**config.mk**
```make
export PLATFORM = sky130hd
export DESIGN_NAME = scarv_cop_insn_buf
export DESIGN_NICKNAME = d
export VERILOG_FILES = /design/src/rtl/scarv_cop_pkg.sv /design/src/rtl/scarv_cop_fifo.sv /design/src/rtl/scarv_cop_insn_buf.sv
export SDC_FILE = /design/constraint.sdc
export NUM_CORES = 1
export LEC_CHECK = 0
export ABC_AREA = 1
export ABC_CLOCK_PERIOD_IN_PS = 2950
export CAP_MARGIN = 40
export CORE_MARGIN = 3
export CORE_UTILIZATION = 35
export DETAILED_ROUTE_END_ITERATION = 12
export DONT_BUFFER_PORTS = 1
export PLACE_DENSITY_LB_ADDON = 0.05
export SETUP_SLACK_MARGIN = 0.1
export SYNTH_ARGS = -nofsm -noshare
export SYNTH_HDL_FRONTEND = slang
export SYNTH_HIERARCHICAL = 1
export SYNTH_SLANG_ARGS = --single-unit
```
**constraint.sdc**
```tcl
create_clock -name g_clk -period 2.95 [get_ports g_clk]
set_input_delay 0.1475 -clock g_clk [delete_from_list [all_inputs] [get_ports g_clk]]
set_output_delay 0.1475 -clock g_clk [all_outputs]
set_load 0.01 [all_outputs]
```
**src/rtl/scarv_cop_pkg.sv**
```systemverilog
// Shared definitions for the SCARV coprocessor instruction buffer.
// Contains:
//   - 3-bit result codes carried on exe_result / cop_result
//   - encoding of the two-state response FSM
package scarv_cop_pkg;

    localparam logic [2:0] COP_RESULT_SUCCESS = 3'd0;
    localparam logic [2:0] COP_RESULT_ABORT   = 3'd1;
    localparam logic [2:0] COP_RESULT_BADINS  = 3'd2;
    localparam logic [2:0] COP_RESULT_LSUERR  = 3'd3;
    localparam logic [2:0] COP_RESULT_STALL   = 3'd4;

    typedef enum logic {
        RSP_IDLE = 1'b0,
        RSP_HOLD = 1'b1
    } rsp_state_t;

endpackage

```
**src/rtl/scarv_cop_fifo.sv**
```systemverilog
// Synchronous FIFO holding {instruction, rs1} pairs for the coprocessor.
// Ports:
//   g_clk, g_reset : clock and synchronous active-high reset
//   push, wdata    : write one entry (caller guarantees !full)
//   pop            : drop head entry (caller guarantees count != 0)
//   flush          : discard every entry; overrides push/pop
//   rdata          : head entry, combinational from storage
//   count, full    : occupancy and registered full flag
module scarv_cop_fifo #(
    parameter int DEPTH = 4,
    parameter int WIDTH = 64
) (
    input  logic                       g_clk,
    input  logic                       g_reset,
    input  logic                       push,
    input  logic                       pop,
    input  logic                       flush,
    input  logic [WIDTH-1:0]           wdata,
    output logic [WIDTH-1:0]           rdata,
    output logic [$clog2(DEPTH):0]     count,
    output logic                       full
);

    localparam int AW = $clog2(DEPTH);
    localparam int CW = AW + 1;

    logic [WIDTH-1:0] mem [DEPTH];
    logic [AW-1:0]    wr_ptr;
    logic [AW-1:0]    rd_ptr;
    logic [CW-1:0]    count_nxt;

    // Storage has no reset; only the pointers/count define validity.
    always_ff @(posedge g_clk) begin
        if (push) begin
            mem[wr_ptr] <= wdata;
        end
    end

    always_comb begin
        count_nxt = count;
        case ({push, pop})
            2'b10:   count_nxt = count + 1'b1;
            2'b01:   count_nxt = count - 1'b1;
            default: count_nxt = count;
        endcase
    end

    // DEPTH is a power of two, so pointer increments wrap naturally.
    always_ff @(posedge g_clk) begin
        if (g_reset) begin
            wr_ptr <= '0;
            rd_ptr <= '0;
            count  <= '0;
            full   <= 1'b0;
        end else if (flush) begin
            rd_ptr <= wr_ptr;
            count  <= '0;
            full   <= 1'b0;
        end else begin
            if (push) wr_ptr <= wr_ptr + 1'b1;
            if (pop)  rd_ptr <= rd_ptr + 1'b1;
            count <= count_nxt;
            full  <= (count_nxt == CW'(DEPTH));
        end
    end

    assign rdata = mem[rd_ptr];

endmodule

```
**src/rtl/scarv_cop_insn_buf.sv**
```systemverilog
// Coprocessor instruction buffer: queues CPU instructions for the execute
// stage and returns execute results to the CPU through a registered
// response stage.
// Ports:
//   g_clk, g_reset              : clock, synchronous active-high reset
//   cpu_insn_req/cop_insn_ack   : instruction offer / accept
//   cpu_abort_req               : flush un-issued instructions
//   cpu_insn_enc, cpu_rs1       : instruction and rs1 data
//   exe_valid/exe_ready         : head entry to execute stage
//   exe_insn, exe_rs1           : head entry contents
//   exe_rsp_valid/exe_rsp_ready : execute result handshake
//   exe_wen..exe_result         : execute result fields
//   cop_wen..cop_result         : registered response fields
//   cop_insn_rsp/cpu_insn_ack   : response valid / consumed
//   buf_count, cop_busy         : occupancy and activity status
//
// Response FSM:
//   state    | meaning
//   RSP_IDLE | no response pending, result path open
//   RSP_HOLD | cop_* fields valid, waiting for cpu_insn_ack
module scarv_cop_insn_buf
    import scarv_cop_pkg::*;
#(
    parameter int DEPTH = 4,
    parameter int XLEN  = 32
) (
    input  logic                   g_clk,
    input  logic                   g_reset,
    input  logic                   cpu_insn_req,
    output logic                   cop_insn_ack,
    input  logic                   cpu_abort_req,
    input  logic [XLEN-1:0]        cpu_insn_enc,
    input  logic [XLEN-1:0]        cpu_rs1,
    output logic                   exe_valid,
    input  logic                   exe_ready,
    output logic [XLEN-1:0]        exe_insn,
    output logic [XLEN-1:0]        exe_rs1,
    input  logic                   exe_rsp_valid,
    output logic                   exe_rsp_ready,
    input  logic                   exe_wen,
    input  logic [4:0]             exe_waddr,
    input  logic [XLEN-1:0]        exe_wdata,
    input  logic [2:0]             exe_result,
    output logic                   cop_wen,
    output logic [4:0]             cop_waddr,
    output logic [XLEN-1:0]        cop_wdata,
    output logic [2:0]             cop_result,
    output logic                   cop_insn_rsp,
    input  logic                   cpu_insn_ack,
    output logic [$clog2(DEPTH):0] buf_count,
    output logic                   cop_busy
);

    logic            full_q;
    logic            push;
    logic            issue;
    logic            rsp_xfer;
    logic            in_exe_q;
    logic [2*XLEN-1:0] head;
    rsp_state_t      rsp_state;
    rsp_state_t      rsp_state_nxt;

    // full_q is registered, so an issue from full cannot open ack that cycle.
    assign cop_insn_ack = !full_q && !cpu_abort_req && !g_reset;
    assign push         = cpu_insn_req && cop_insn_ack;
    assign exe_valid    = (buf_count != '0) && !cpu_abort_req;
    assign issue        = exe_valid && exe_ready;

    scarv_cop_fifo #(
        .DEPTH (DEPTH),
        .WIDTH (2*XLEN)
    ) u_fifo (
        .g_clk   (g_clk),
        .g_reset (g_reset),
        .push    (push),
        .pop     (issue),
        .flush   (cpu_abort_req),
        .wdata   ({cpu_insn_enc, cpu_rs1}),
        .rdata   (head),
        .count   (buf_count),
        .full    (full_q)
    );

    assign exe_insn = head[2*XLEN-1:XLEN];
    assign exe_rs1  = head[XLEN-1:0];

    // Tracks an issued instruction whose result has not yet come back;
    // abort leaves it alone so its result is still delivered.
    always_ff @(posedge g_clk) begin
        if (g_reset) begin
            in_exe_q <= 1'b0;
        end else if (issue) begin
            in_exe_q <= 1'b1;
        end else if (rsp_xfer) begin
            in_exe_q <= 1'b0;
        end
    end

    assign rsp_xfer = exe_rsp_valid && exe_rsp_ready;

    always_ff @(posedge g_clk) begin
        if (g_reset) begin
            rsp_state <= RSP_IDLE;
        end else begin
            rsp_state <= rsp_state_nxt;
        end
    end

    always_comb begin
        rsp_state_nxt = rsp_state;
        case (rsp_state)
            RSP_IDLE: if (rsp_xfer) rsp_state_nxt = RSP_HOLD;
            RSP_HOLD: if (cpu_insn_ack && !rsp_xfer) rsp_state_nxt = RSP_IDLE;
            default:  rsp_state_nxt = RSP_IDLE;
        endcase
    end

    always_comb begin
        cop_insn_rsp  = (rsp_state == RSP_HOLD);
        exe_rsp_ready = (rsp_state == RSP_IDLE) || cpu_insn_ack;
    end

    always_ff @(posedge g_clk) begin
        if (g_reset) begin
            cop_wen    <= 1'b0;
            cop_waddr  <= '0;
            cop_wdata  <= '0;
            cop_result <= COP_RESULT_SUCCESS;
        end else if (rsp_xfer) begin
            cop_wen    <= exe_wen;
            cop_waddr  <= exe_waddr;
            cop_wdata  <= exe_wdata;
            cop_result <= exe_result;
        end
    end

    assign cop_busy = (buf_count != '0) || in_exe_q || cop_insn_rsp;

endmodule

```
==> impl_metrics.toml <==
[outcome]
status = "complete, no violations"

[clock_network]
insertion_delay_ns = 0.49
cts_resized = 0
cts_sinks = 309
tritoncts = "built"
clockBufferDepth = 3
path_clk_slew_ns = 0.06
root_buffer = "clkbuf_16"
cts_buffers = 36
post_cts_buffers = 0
cts_max_level = 2

[power_and_ir_drop]
power.share.clock = 0.422
power.density_nw_per_um2 = 672.8
switching_share = 0.2191
vdd_drop_max_v = 0.0004127
p_leak_uw = 0.004828
power_switching_uw = 2102
power.internal_uw = 7490
p_seq_frac = 0.510
comb_power_share = 0.067

[route]
drt_iter0_markers = 519
route.detailed.drc = 0
drt-pass1-iter-count = 4
vias = 7236
viasPerCell = 4.977
routed_wl_um = 27660
post_drt_wl_per_cell_um = 19.02
antenna_left = 0

[global_routing]
grt_max_degree = 65
grt_overflow = 0
antenna_found_initial = 0
grt_pass1_vias = 7468
grt_pass1_wl_um = 42740
gr-usage-all-layers = 0.1519

[final_layout]
diodes = 0
finalNetCount = 1108
multi_input_area_um2 = 2439
syn_to_final_growth_pct = 21.81
drive_gt1_frac = 0.1146
n_fill_cell = 3008
stdcell_area_um2 = 14260
regArea_um2 = 8753

[synth]
synthCells = 880
yosysSeqAreaShare = 0.7475
syn_nets = 998
netlist.area_leader.share = 0.6568
yosys_warnings = 6
synth_area_leaders = "edfxtp_1 66%, dfxtp_1 9.1%, nor2_1 5.7%"
netlist_area_um2 = 11700
postSynthAreaPerCell_um2 = 13.30
ys_ff_latch = 309
ys_types = 32
yosys.area.top_type = "edfxtp_1"

[setup_path]
path_cells = "inv_4 -> buf_12 -> o21ai_1 -> o22ai_1"
required_ns = 2.80
critPathLaunchType = "register"
slowest_delay_ns = 0.53
path_buf_inv = 2
critical_path.slowest_cell = "inv_4"
critPathKind = "reg -> out"
crit_family = "buffers and inverters"
worstPathArrival_ns = 2.37
cp_max_fo = 53
endpoint_kind = "output pin"

[floorplan]
die_w_um = 188.9
io_pins = 225
fp-row-count = 66
die_area_um2 = 35670
die-height_um = 188.9
core_area_um2 = 32780
start_util = 0.3570

[timing]
skew_ns = 0.01049
setup-tns-final_ns = 0
hold_viol = 0
rsz0062_at_grt = "no"
fmax_mhz = 397.4
period_needed_ns = 2.517
finalCritPeriodShare = 0.8531
relSlewSlack = 0.5921
tightest_slew_ns = 0.6118
report.final.slew_viol_count = 0
setup_violations = 0

[flow_run]
drv_cap = 0

[place]
gp_congestion = 0.7215
port_buffers = 0
post_dp_cell_area_um2 = 12070
dpl.hpwl_um = 16020

[worst_hold_path]
hold_class = "in -> reg"
synthesized netlist by cell type:
master    number
buf_4          3
nor2_1       178
nand3_1        3
clkbuf_1      18
dfxtp_1       53
buf_8          2
a21oi_1        6
o21ai_1       79
o22ai_1       64
nand2_1       13
buf_12         2
inv_2          1
clkinv_1       1
nand2_8        1
o21ai_0       96
edfxtp_1     256
fa_1           1
inv_4          1
buf_6         18
nor2_2        40
nor3_1         1
or2_2          1
clkbuf_2       3
xnor2_1        1
inv_8          1
and2_1         1
nand2_2        1
nand4_1        1
buf_2          7
inv_1         21
xor2_1         1
ha_1           5
tightest hold or removal path, delay by kind of cell:
kind               cells  cell delay, ns
AOI/OAI and AO/OA      1            0.11
and+or+nand+nor        2            0.27
layer usage:
metal  part of all wire  vias up  global-route usage  wire length (µm)
li1                   -     3406                   -                 -
met1               0.41     3574              0.1841             11290
met2               0.50      219              0.2657             13820
met3              0.074       37             0.04721              2038
met4              0.018        0             0.03695               511
met5                  0        -                   0                 0
layout by cell type, fill, tap and decap left out, types with 2 or more instances in the layout:
master         synthesis  final
o21ai_1               79     79
o21ai_0               96     96
a21oi_1                6      6
ha_1                   5      5
inv_2                  1      2
dlygate4sd3_1          0    110
nor2_1               178    178
inv_1                 21     17
clkinv_1               1      7
clkbuf_16              0     38
clkbuf_1              18      5
dfxtp_1               53     51
nor2_2                40     40
buf_12                 2      8
nand2_1               13     13
edfxtp_1             256    256
nand3_1                3      3
inv_4                  1      2
clkinv_2               0      8
o22ai_1               64     64
buf_4                  3      7
state kept, by name, summed over array words and instances, names as in the netlist, named ones only:
register,flops
cop_insn_rsp,1
cop_result,3
cop_waddr,5
cop_wdata,32
cop_wen,1
in_exe_q,1
u_fifo/count,3
u_fifo/full,1
u_fifo/mem,256
u_fifo/rd_ptr,2
u_fifo/wr_ptr,2
kinds of logic after synthesis:
logic type	share of synthesized area
adder cells (fa/ha/maj)	0.007056
XOR/XNOR	0.001497
AO/OA/AOI/OAI	0.1116
buffers and inverters	0.04415
AND/OR/NAND/NOR	0.08820
flip-flops	0.7475
power by group through the flow:
stage	sequential, µW	clock (µW)	combinational, µW
6_report	4890	4050	647
4_1_cts	4890	4190	660
3_5_place_dp	4990	0	506
5_1_grt	4900	4370	722
2_1_floorplan	4960	0	415
3_3_place_gp	4990	0	488
worst paths after layout:
path | start | endpoint | slack (ns) | cells after the start
hold reg to reg | cop_wdata[11] | cop_wdata[11] | 0.54 | 2
setup reg to reg | u_fifo/full | u_fifo/full | 0.56 | 10
setup / recovery | register | exe_rs1[11] | 0.43 | 4
hold / removal | exe_rsp_valid | cop_wdata[21] | 0.07 | 3
cell type report:
type                       instances  share of cell area
sequential                       309              0.6140
multi-input combinational        493              0.1711
timing repair buffer             125             0.09215
clock buffer                      44             0.06898
tap                              442             0.03879
inverter                          25            0.007636
clock inverter                    16            0.007372
what timing repair did:
| item | 4_1_cts | 5_1_grt |
|---|---|---|
| endpoints found under the hold margin | 309 | 0 |
| endpoints found under the setup margin | 0 | 0 |
| hold buffers | 110 | 0 |
metrics by stage:
step | utilization | hold WS, ns | instances | setup slack [ns] | total power [µW]
floorplan | - | 0.2166 | 880 | 0.3218 | 5376
global placement | 0.3681 | 0.2209 | 1284 | 0.6820 | 5474
detailed placement | 0.3681 | 0.2196 | 1284 | 0.6015 | 5492
CTS | 0.4349 | 0.04907 | 1454 | 0.3958 | 9742
global route | 0.4349 | 0.09632 | 1454 | 0.2175 | 9993
finish | 0.4349 | 0.06788 | 1454 | 0.4334 | 9591
(Power assumes the default switching activity.)
